--- config.mk ---
export PLATFORM = sky130hd
export DESIGN_NAME = wb_stage
export DESIGN_NICKNAME = d
export VERILOG_FILES = /design/src/rtl/rv64_pkg.sv /design/src/rtl/load_align.sv /design/src/rtl/wb_stage.sv
export SDC_FILE = /design/constraint.sdc
export NUM_CORES = 1
export LEC_CHECK = 0
export CAP_MARGIN = 20
export CORE_MARGIN = 5
export CORE_UTILIZATION = 25
export CTS_CLUSTER_DIAMETER = 30
export DETAILED_ROUTE_END_ITERATION = 12
export HOLD_SLACK_MARGIN = 0.06
export PLACE_DENSITY_LB_ADDON = 0.08
export SYNTH_ARGS = -nofsm -noshare
export SYNTH_HDL_FRONTEND = slang
export SYNTH_SLANG_ARGS = --single-unit
export TNS_END_PERCENT = 1
--- constraint.sdc ---
create_clock -name clk -period 3.25 [get_ports clk]
set_input_delay 0.325 -clock clk [delete_from_list [all_inputs] [get_ports clk]]
set_output_delay 0.325 -clock clk [all_outputs]
set_load 0.005 [all_outputs]
--- src/rtl/rv64_pkg.sv ---
// Shared RV64I definitions: data width, load funct3 encodings, exception
// cause codes and the writeback stage entry payload.
package rv64_pkg;

  localparam int unsigned XLEN  = 64;
  localparam int unsigned REG_W = 5;

  typedef enum logic [2:0] {
    LB  = 3'b000,
    LH  = 3'b001,
    LW  = 3'b010,
    LD  = 3'b011,
    LBU = 3'b100,
    LHU = 3'b101,
    LWU = 3'b110
  } load_f3_e;

  localparam logic [1:0] EXC_NONE        = 2'b00;
  localparam logic [1:0] EXC_LD_MISALIGN = 2'b01;
  localparam logic [1:0] EXC_LD_ILLEGAL  = 2'b10;

  typedef struct packed {
    logic             valid;
    logic [REG_W-1:0] rd;
    logic             reg_write;
    logic             is_load;
    logic [2:0]       funct3;
    logic [2:0]       addr_lo;
    logic [XLEN-1:0]  alu_result;
    logic [XLEN-1:0]  load_data;
  } wb_entry_t;

endpackage

--- src/rtl/load_align.sv ---
// Combinational load data extraction and alignment/legality check.
// Ports:
//   funct3     - load type
//   addr_lo    - effective address bits [2:0]
//   load_data  - raw aligned doubleword from memory
//   data       - byte-selected, sign/zero-extended result
//   misaligned - access not naturally aligned for its size
//   illegal    - funct3 is not a load encoding
module load_align
  import rv64_pkg::*;
(
  input  logic [2:0]      funct3,
  input  logic [2:0]      addr_lo,
  input  logic [XLEN-1:0] load_data,
  output logic [XLEN-1:0] data,
  output logic            misaligned,
  output logic            illegal
);

  logic [5:0]  sh_b;
  logic [5:0]  sh_h;
  logic [5:0]  sh_w;
  logic [7:0]  b;
  logic [15:0] h;
  logic [31:0] w;

  // Bit offsets of the addressed byte, halfword and word lanes.
  assign sh_b = {addr_lo, 3'b000};
  assign sh_h = {addr_lo[2:1], 4'b0000};
  assign sh_w = {addr_lo[2], 5'b00000};

  assign b = load_data[sh_b +: 8];
  assign h = load_data[sh_h +: 16];
  assign w = load_data[sh_w +: 32];

  // Extension and alignment per load type; 111 falls to default as illegal.
  always_comb begin
    data       = '0;
    misaligned = 1'b0;
    illegal    = 1'b0;
    case (funct3)
      LB:  data = {{56{b[7]}}, b};
      LH:  begin data = {{48{h[15]}}, h}; misaligned = addr_lo[0];          end
      LW:  begin data = {{32{w[31]}}, w}; misaligned = |addr_lo[1:0];       end
      LD:  begin data = load_data;        misaligned = |addr_lo;            end
      LBU: data = {56'b0, b};
      LHU: begin data = {48'b0, h};       misaligned = addr_lo[0];          end
      LWU: begin data = {32'b0, w};       misaligned = |addr_lo[1:0];       end
      default: illegal = 1'b1;
    endcase
  end

endmodule

--- src/rtl/wb_stage.sv ---
// Memory-to-writeback stage: registers the MEM result, selects ALU or load
// data, raises load exceptions, drives the register file write port once per
// instruction and counts retired instructions.
// Ports:
//   clk, reset          - clock, synchronous active-high reset
//   stall, flush        - hold the entry / drop the incoming instruction
//   in_*                - instruction offered by MEM
//   write, writenum,
//   write_data          - register file write port (never targets x0)
//   exc_valid,exc_cause - one-cycle load exception report
//   retire_count        - committed instruction count, wraps
module wb_stage
  import rv64_pkg::*;
#(
  parameter int unsigned CNT_W = 64
) (
  input  logic             clk,
  input  logic             reset,
  input  logic             stall,
  input  logic             flush,
  input  logic             in_valid,
  input  logic [REG_W-1:0] in_rd,
  input  logic             in_reg_write,
  input  logic             in_is_load,
  input  logic [2:0]       in_funct3,
  input  logic [2:0]       in_addr_lo,
  input  logic [XLEN-1:0]  in_alu_result,
  input  logic [XLEN-1:0]  in_load_data,
  output logic             write,
  output logic [REG_W-1:0] writenum,
  output logic [XLEN-1:0]  write_data,
  output logic             exc_valid,
  output logic [1:0]       exc_cause,
  output logic [CNT_W-1:0] retire_count
);

  wb_entry_t        entry_q;
  logic             committed_q;
  logic [CNT_W-1:0] count_q;

  logic             commit;
  logic             err;
  logic             mis;
  logic [XLEN-1:0]  ld_data;
  logic             ld_mis;
  logic             ld_ill;

  load_align u_load_align (
    .funct3     (entry_q.funct3),
    .addr_lo    (entry_q.addr_lo),
    .load_data  (entry_q.load_data),
    .data       (ld_data),
    .misaligned (ld_mis),
    .illegal    (ld_ill)
  );

  // An entry commits once; a stall after commit keeps it from repeating.
  assign commit = entry_q.valid & ~committed_q;
  assign mis    = entry_q.is_load & ld_mis;
  assign err    = entry_q.is_load & (ld_ill | ld_mis);

  // Stage register, commit tracking and retire counter.
  always_ff @(posedge clk) begin
    if (reset) begin
      entry_q     <= '0;
      committed_q <= 1'b0;
      count_q     <= '0;
    end else begin
      if (flush) begin
        entry_q.valid <= 1'b0;
        committed_q   <= 1'b0;
      end else if (stall) begin
        committed_q <= committed_q | commit;
      end else begin
        entry_q.valid      <= in_valid;
        entry_q.rd         <= in_rd;
        entry_q.reg_write  <= in_reg_write;
        entry_q.is_load    <= in_is_load;
        entry_q.funct3     <= in_funct3;
        entry_q.addr_lo    <= in_addr_lo;
        entry_q.alu_result <= in_alu_result;
        entry_q.load_data  <= in_load_data;
        committed_q        <= 1'b0;
      end
      // The current entry retires even when the incoming one is flushed.
      if (commit & ~err) begin
        count_q <= count_q + CNT_W'(1);
      end
    end
  end

  // Write port and exception outputs decoded from the entry; x0 never written.
  always_comb begin
    write      = commit & entry_q.reg_write & (entry_q.rd != '0) & ~err;
    writenum   = '0;
    write_data = '0;
    exc_valid  = commit & err;
    exc_cause  = EXC_NONE;
    if (write) begin
      writenum   = entry_q.rd;
      write_data = entry_q.is_load ? ld_data : entry_q.alu_result;
    end
    if (exc_valid) begin
      exc_cause = mis ? EXC_LD_MISALIGN : EXC_LD_ILLEGAL;
    end
  end

  assign retire_count = count_q;

endmodule

Yosys cells after proc, flatten, opt, wreduce, memory -nomap -nowiden
Index checks and enable logic that the tools add are counted.

Flip-flop bits (word level): 207. Logic and storage cells: 52.

Add/sub/neg operators: 1. Equality and inequality tests: 6. Shifts and indexed selects: 3. Multiplexer cells: 8. Bitwise gates (word level): 14. Reduce and logical (&&, ||, !) cells: 10.

Operators with widths (number): case mux 64 bit (7 select lines) (1); 2-to-1 mux 64 bit (2); adder 64 x 1 -> 64 bit, second input constant (1); variable part select 64 x 7 -> 16 bit (1); variable part select 64 x 7 -> 32 bit (1); variable part select 64 x 7 -> 8 bit (1); equality test 3 bit, second input constant (3); AND 1 bit (8); OR reduction 2 bit (4); OR reduction 7 bit (1); equality test 3 x 2 -> 1 bit, second input constant (2); OR reduction 3 bit (2); 2-to-1 mux 5 bit (1); nonzero test 5 bit (1); 2-to-1 mux 2 bit (2); NOT 1 bit (4); equality test 3 x 1 -> 1 bit, second input constant (1); logical NOT 3 bit (1); case mux 1 bit (3 select lines) (1); bitwise OR 1 bit (2); AND reduction 2 bit (1); 2-to-1 mux 1 bit (1).

Depth between registers and ports, before layout
Gate-level depths: netlist of run 1.

Depth in word-level cells: 8. Mapped depth: 11. Depth with buffers taken out: 8.

Cells and area by module
Synthesis of run 1 repeated with hierarchy kept, for this count alone.

Cell total of the unflattened synthesis: 1417. Area total of the unflattened synthesis: 10875.4 µm².

Modules (own cells, without submodules): wb_stage (instances 1, cells an instance 1150, area an instance 9046.2 µm²); load_align (instances 1, cells an instance 267, area an instance 1829.3 µm²).

Worst setup path after synthesis of run 1
Ideal clock, no wire load.

Path type: reg-to-output. Start point: register, netlist name entry_q[132]. End point: output port write_data[15]. Data arrival time: 2.141 ns. Required time: 2.925 ns. Slack: 0.784 ns. Cell stages (with the launch flop): 12. Cell sequence: dfxtp_1 -> inv_1 -> ha_1 -> buf_2 -> a21o_1 -> a21oi_2 -> buf_4 -> o211ai_4 -> or2_1 -> buf_2 -> buf_2 -> nor3_1.

Cells in the longest elaborated chain, start to end: 8. Elaborated cells between the ends (all ways): 19.

Ends and longest elaborated chain: equality test 3 x 2 -> 1 bit (tied with other cells) (RTL line load_align.sv:41) `case (funct3)`; OR reduction 2 bit (no source line) or OR reduction 7 bit (tied branches); case mux 1 bit (3 select lines) or 2-to-1 mux 1 bit (tied branches) (RTL line load_align.sv:41); bitwise OR 1 bit (RTL line wb_stage.sv:60) `assign err = entry_q.is_load & (ld_ill | ld_mis);`; AND 1 bit (RTL line wb_stage.sv:60); NOT 1 bit (RTL line wb_stage.sv:94) `write = commit & entry_q.reg_write & (entry_q.rd != '0) & ~err;`; AND 1 bit (RTL line wb_stage.sv:94); 2-to-1 mux 64 bit (*) (RTL line wb_stage.sv:99) `if (write) begin`; end, declared (RTL line wb_stage.sv:31) `output logic [XLEN-1:0] write_data,`.

Mark *: on every way between the ends. The rest lies on a longest branch, timed or not.

Worst setup path in the final report of run 1
Start point: register, netlist name entry_q[63]. End point: output port write_data[46].

Cells in the longest elaborated chain, start to end: 4. Elaborated cells between the ends (all ways): 6.

Ends and longest elaborated chain: variable part select 64 x 7 -> 32 bit (tied with other cells) (RTL line load_align.sv:34) `assign w = load_data[sh_w +: 32];`; case mux 64 bit (7 select lines) (*) (RTL line load_align.sv:41); 2-to-1 mux 64 bit (*) (RTL line wb_stage.sv:101) `write_data = entry_q.is_load ? ld_data : entry_q.alu_result;`; 2-to-1 mux 64 bit (*) (RTL line wb_stage.sv:99).

Marks and branches as above.

==> results of run 1 <==
-- state kept, by name, summed over array words and instances, names as in the netlist --
signal,count
entry_q,142
committed_q,1
retire_count,64
-- cells in the final DEF (no fill, tap or decap), types with 30 or more instances in the layout --
master	n
a21oi_1	214
nor3_1	31
nand2_1	323
dfxtp_1	203
clkbuf_16	77
mux2_2	30
clkdlybuf4s50_1	248
buf_4	42
nor2b_1	59
nor2_1	79
-- routing by layer --
metal | track usage | vias to the layer above
li1 | - | 5869
met1 | 0.289 | 6042
met2 | 0.305 | 410
met3 | 0.0589 | 106
met4 | 0.0799 | 0
met5 | 0 | -
-- final cells by class --
type                    count  area, um2  area share
diodes                      9       22.5     0.00125
clock inverters            22        204      0.0114
repair buffers            340       3490       0.195
clock buffers             116       2330       0.130
well taps                 592        741      0.0413
flip-flops and latches    207       4150       0.231
multi-input cells        1104       6940       0.387
inverters                  16       60.1     0.00335
-- worst reg2reg max path: stages (launching register included) --
cell,delay (ns)
dfxtp_1,0.47
nand4_1,0.29
nor4_1,0.73
nand4_1,0.21
nor4_1,0.33
mux2_2,0.38
-- through the flow --
stage / util / cell area (um2)
floorplan: - / 11200
global placement: 0.336 / 14900
detailed placement: 0.336 / 14900
CTS: 0.399 / 17700
global route: 0.405 / 17900
finish: 0.405 / 17900
-- power groups by stage --
stage	clock network [uW]	logic [uW]	registers (uW)
3_5_place_dp	0	787	2770
4_1_cts	7130	822	2730
3_3_place_gp	0	787	2770
6_report	7000	846	2740
5_1_grt	7300	923	2750
2_1_floorplan	0	410	2720
-- worst paths after layout --
kind                                          to  slack, ns  cells after the start
worst min register to register       entry_q[75]       0.45                      2
worst max-delay path              write_data[46]      -0.09                      7
worst max register to register  retire_count[63]       0.74                      5
worst min-delay path            retire_count[18]       0.27                      2
-- cells by family (layout without fill, tap and decap cells) --
family                   after synthesis  after routing  share of synthesized area
AND/OR/NAND/NOR                      666            666                      0.288
AO/OA/AOI/OAI                        366            366                      0.206
flip-flops                           207            207                      0.369
buffers and inverters                135            494                     0.0499
multiplexers                          60             60                     0.0756
adder cells (fa/ha/maj)                6              6                    0.00669
XOR/XNOR                               6              6                    0.00468
other                                  0              9                          0
-- Yosys cell counts, types with 24 or more instances --
cell type / count / area (um2)
nand3_1: 28 / 140
nand2_1: 325 / 1220
o31ai_1: 24 / 180
or4_1: 27 / 203
buf_2: 25 / 125
a221oi_1: 52 / 455
a211oi_1: 24 / 180
nor3_1: 53 / 265
nor2_1: 82 / 308
mux2_2: 30 / 338
dfxtp_1: 207 / 4140
a21oi_1: 216 / 1080
clkbuf_1: 83 / 312
nor2b_1: 59 / 369
-- repair_timing --
| action | CTS | global route |
|---|---|---|
| setup endpoints to repair | 71 | 72 |
| gates cloned | 0 | 0 |
| gates resized for setup | 59 | 62 |
| pin swaps | 3 | 2 |
| hold buffers | 0 | 0 |
==> results.sh, run 1 <==
export IMPL_ys_flop_type="dfxtp_1"
export IMPL_drtAntennaViolNets=0
export IMPL_insertion_delay_ns=0.58
export IMPL_internal_power_uw=8050
export IMPL_synth_net_count=1598
export IMPL_postCtsSetupRepairBufs=0
export IMPL_slew_headroom=0.392
export IMPL_critPathMaxFanout=32
export IMPL_finalNetCount=1897
export IMPL_nFillCells=4494
export IMPL_io_pins=283
export IMPL_die_w_um=222
export IMPL_hold_viol_final=0
export IMPL_grt_total_usage=0.208
export IMPL_core_rowCount=77
export IMPL_tightest_slew_ns=0.912
export IMPL_grt_ovfl_total=0
export IMPL_gp_routability_congestion=0.885
export IMPL_clkSinkCount=207
export IMPL_min_period_ns=3.34
export IMPL_end_kind="output pin"
export IMPL_status="finished, violations left"
export IMPL_worstPathCellList="mux4_2 > a22o_1 > a41o_1 > buf_12 > a221oi_1 > nor3_1 > clkdlybuf4s50_1"
export IMPL_max_freq_mhz=300
export IMPL_avgSynthCellArea_um2=7.76
export IMPL_powerDensity_nw_per_um2=590
export IMPL_highest_layer="met4"
export IMPL_synthesis_area_um2=11200
export IMPL_rsz0062_at_grt="yes"
export IMPL_ys_types=65
export IMPL_fin_ws_ns=-0.0857
export IMPL_yosysSeqAreaShare=0.369
export IMPL_crit_family="compound AO/OA/AOI/OAI gates"
export IMPL_drive_gt1_frac=0.186
export IMPL_first_global_vias=12367
export IMPL_dieArea_um2=49200
export IMPL_viasPerCell=5.17
export IMPL_total_power_uw=10600
export IMPL_wire_per_inst_um=22.0
export IMPL_place_ws_ns=0.0383
export IMPL_hold_slack_ns=0.271
export IMPL_htreeDepth=3
export IMPL_cp_slowest_cell="mux4_2"
export IMPL_worstSetupPathType="reg -> out"
export IMPL_hp_start="reset"
export IMPL_wl_met3_mm=3.09
export IMPL_synth_edf_count=0
export IMPL_drt_wl_total_mm=52.9
export IMPL_vias=12427
export IMPL_coreArea_um2=44300
export IMPL_drc=0
export IMPL_grt_max_degree=112
export IMPL_clock_skew_ns=0.0155
export IMPL_ir_drop_mv=0.328
export IMPL_synth_seq_cells=207
export IMPL_die_h_um=222
export IMPL_clockBufferDepth=3
export IMPL_critical_path_startpoint="entry_q[63]"
export IMPL_antenna_found_initial=7
export IMPL_arrival_ns=3.01
export IMPL_initial_core_util=0.253
export IMPL_yosysWarnings=0
export IMPL_min_path_type="in -> reg"
export IMPL_crit_buf_inv=2
export IMPL_cp_start_kind="register"
export IMPL_met2WireLength_mm=23.1
export IMPL_grt_pass1_wl_mm=79.8
export IMPL_place_hpwl_mm=37.6
export IMPL_seqPwrFrac=0.259
export IMPL_final_setup_viol_count=28
export IMPL_numCtsBuffers=76
export IMPL_rr_startpoint="retire_count[47]"
export IMPL_io_buffers=282
export IMPL_crit_required_ns=2.92
export IMPL_dr_pass1_iters=5
export IMPL_syn_inst=1446
export IMPL_finalSetupTns_ns=-1.47
export IMPL_power_leakage_uw=0.00670
export IMPL_violations="setup timing"
export IMPL_async_reset_ff_frac=0
export IMPL_root_buffer="clkbuf_16"
export IMPL_slowest_delay_ns=0.51
export IMPL_clkPwrFrac=0.661
export IMPL_clkTransAtPathRegs_ns=0.05
export IMPL_cts_tree="done"
export IMPL_switchingPower_uw=2530
export IMPL_p_comb_frac=0.080
export IMPL_wl_met1_mm=25.0
export IMPL_final_period_utilization=1.03
export IMPL_cap_violations=0
export IMPL_dpl_cell_count=2259
export IMPL_sw_frac_of_total=0.239
export IMPL_drv_slew=0
export IMPL_finalNonFillerCells=2406
export IMPL_drtIter0Drc=921
export IMPL_area_growth_pct=59.9
(Power assumes the default switching activity.)
==> run 2, diff against run 1 <==
Settings changed: ABC_AREA set to 1.
==> results.sh, run 2 <==
export IMPL_drv_slew=0
export IMPL_end_kind="output pin"
export IMPL_ys_flop_type="dfxtp_1"
export IMPL_clock_skew_ns=0.00700
export IMPL_sw_frac_of_total=0.246
export IMPL_antenna_found_initial=2
export IMPL_io_buffers=282
export IMPL_wl_met1_mm=27.7
export IMPL_seqPwrFrac=0.264
export IMPL_dieArea_um2=52100
export IMPL_synthesis_area_um2=11900
export IMPL_diodes=0
export IMPL_avgSynthCellArea_um2=6.16
export IMPL_die_w_um=228
export IMPL_place_hpwl_mm=41.9
export IMPL_synth_most_common_cell="nand2_1"
export IMPL_final_common_cell="nand2_1"
export IMPL_grt_total_usage=0.209
export IMPL_first_global_vias=13578
export IMPL_drtAntennaViolNets=0
export IMPL_async_reset_ff_frac=0
export IMPL_synth_seq_cells=207
export IMPL_min_path_type="in -> reg"
export IMPL_ys_types=39
export IMPL_syn_inst=1933
export IMPL_met2WireLength_mm=23.1
export IMPL_cp_start_kind="register"
export IMPL_yosysSeqAreaShare=0.348
export IMPL_crit_required_ns=2.92
export IMPL_switchingPower_uw=2610
export IMPL_max_freq_mhz=315
export IMPL_final_setup_viol_count=0
export IMPL_cts_tree="done"
export IMPL_slowest_delay_ns=0.53
export IMPL_finalNonFillerCells=2887
export IMPL_synth_largest_area_cell="dfxtp_1"
export IMPL_drc=0
export IMPL_mostFrequentLayoutCells="497 x nand2_1, 391 x nor2_1, 217 x clkdlybuf4s50_1"
export IMPL_grt_pass1_wl_mm=85.0
export IMPL_synth_top_area_share=0.348
export IMPL_cp_slowest_cell="clkdlybuf4s50_1"
export IMPL_clockBufferDepth=3
export IMPL_dpl_cell_count=2750
export IMPL_wl_met3_mm=4.32
export IMPL_gp_routability_congestion=0.917
export IMPL_largest_register="entry_q"
export IMPL_final_util=0.383
export IMPL_coreArea_um2=47400
export IMPL_cap_violations=0
export IMPL_root_buffer="clkbuf_16"
export IMPL_hold_viol_final=0
export IMPL_wire_per_inst_um=19.6
export IMPL_io_pins=283
export IMPL_area_growth_pct=52.7
export IMPL_arrival_ns=2.85
export IMPL_vias=13758
export IMPL_critPathMaxFanout=8
export IMPL_synth_edf_count=0
export IMPL_initial_core_util=0.251
export IMPL_grt_ovfl_total=0
export IMPL_final_period_utilization=0.976
export IMPL_powerDensity_nw_per_um2=582
export IMPL_multi_input_area_um2=6870
export IMPL_synth_net_count=2085
export IMPL_highest_layer="met5"
export IMPL_p_comb_frac=0.095
export IMPL_htreeDepth=3
export IMPL_internal_power_uw=7970
export IMPL_ir_drop_mv=0.355
export IMPL_drtIter0Drc=963
export IMPL_seq_area_um2=4150
export IMPL_drt_wl_total_mm=56.7
export IMPL_largest_reg_flops=142
export IMPL_insertion_delay_ns=0.57
export IMPL_status="finished, final reports clean"
export IMPL_min_period_ns=3.17
export IMPL_tightest_slew_ns=1.12
export IMPL_clkTransAtPathRegs_ns=0.04
export IMPL_power_leakage_uw=0.00803
export IMPL_die_h_um=228
export IMPL_yosysWarnings=0
export IMPL_nFillCells=5176
export IMPL_ys_top_cells_by_area="dfxtp_1 35%, nand2_1 16%, nor2_1 12%"
export IMPL_synth_common_cells="498 x nand2_1, 393 x nor2_1, 207 x dfxtp_1"
export IMPL_numCtsBuffers=74
export IMPL_finalNetCount=2371
export IMPL_clkSinkCount=207
export IMPL_dr_pass1_iters=5
export IMPL_drive_gt1_frac=0.110
export IMPL_worstPathCellList="inv_2 > ha_2 > inv_1 > o21ai_1 > buf_4 > a22oi_1 > nand3_2 > nand2_1 > a21oi_1 > clkdlybuf4s50_1"
export IMPL_slew_headroom=0.255
export IMPL_clkPwrFrac=0.641
export IMPL_viasPerCell=4.77
export IMPL_grt_max_degree=102
export IMPL_rsz0062_at_grt="yes"
export IMPL_core_rowCount=80
export IMPL_worstSetupPathType="reg -> out"
==> run 2: critical path: cells and delay by family (launching register included) <==
family,cells,cell delay [ns]
AOI/OAI and AO/OA,3,0.43
adders and majority gates,1,0.28
buffers and inverters,4,0.99
DFF,1,0.33
and+or+nand+nor,2,0.24
==> run 2: per-layer routing <==
metal | up-vias | GRT usage
li1 | 6860 | -
met1 | 6325 | 0.300
met2 | 467 | 0.300
met3 | 102 | 0.0638
met4 | 4 | 0.0641
met5 | - | 0
==> run 2: final timing paths <==
kind | startpoint | end | slack (ns) | cells after the start
worst max-delay path | entry_q[131] | write_data[7] | 0.08 | 10
worst min-delay path | in_load_data[58] | entry_q[58] | 0.33 | 3
worst max register to register | entry_q[131] | retire_count[39] | 0.88 | 10
worst min register to register | entry_q[137] | entry_q[137] | 0.48 | 2
==> run 2: power by group through the flow <==
| stage | Sequential (uW) | Combinational (uW) | Clock [uW] |
|---|---|---|---|
| detailed placement | 2830 | 985 | 0 |
| finish | 2790 | 1010 | 6790 |
| global placement | 2830 | 985 | 0 |
| CTS | 2790 | 998 | 6920 |
| global route | 2800 | 1110 | 7070 |
| floorplan | 2760 | 559 | 0 |
==> run 2: cells by family after synthesis <==
| family | count (synthesis) | synth area share |
|---|---|---|
| fa+ha+maj | 6 | 0.00631 |
| buf+inv | 233 | 0.0838 |
| simple gates | 1043 | 0.353 |
| flops | 207 | 0.348 |
| xor+xnor | 15 | 0.0110 |
| compound gates | 429 | 0.198 |
==> run 2: repair_timing <==
action	in CTS	in global routing
cloned	0	3
endpoints found under the hold margin	0	0
pin swaps	1	0
setup buffers	2	3
resized for setup	19	79
setup endpoints to repair	70	68
hold buffers	0	0
==> run 2: layout make-up <==
type | count | area share
Clock inverter | 16 | 0.00785
Tap cell | 615 | 0.0423
Clock buffer | 113 | 0.126
Timing Repair Buffer | 329 | 0.194
Sequential cell | 207 | 0.228
Multi-Input combinational cell | 1493 | 0.378
Inverter | 114 | 0.0241
==> run 2: through the flow <==
stage,hold WS [ns],TNS (ns),setup WS (ns),area [um2],total power (uW)
after floorplan,0.421,0,1.25,11900,3320
after global placement,0.461,0,0.341,15400,3810
after detailed placement,0.465,0,0.327,15400,3810
after CTS,0.302,-0.00829,-0.00532,17900,10700
after global routing,0.324,-0.121,-0.108,18200,11000
final,0.334,0,0.0796,18200,10600
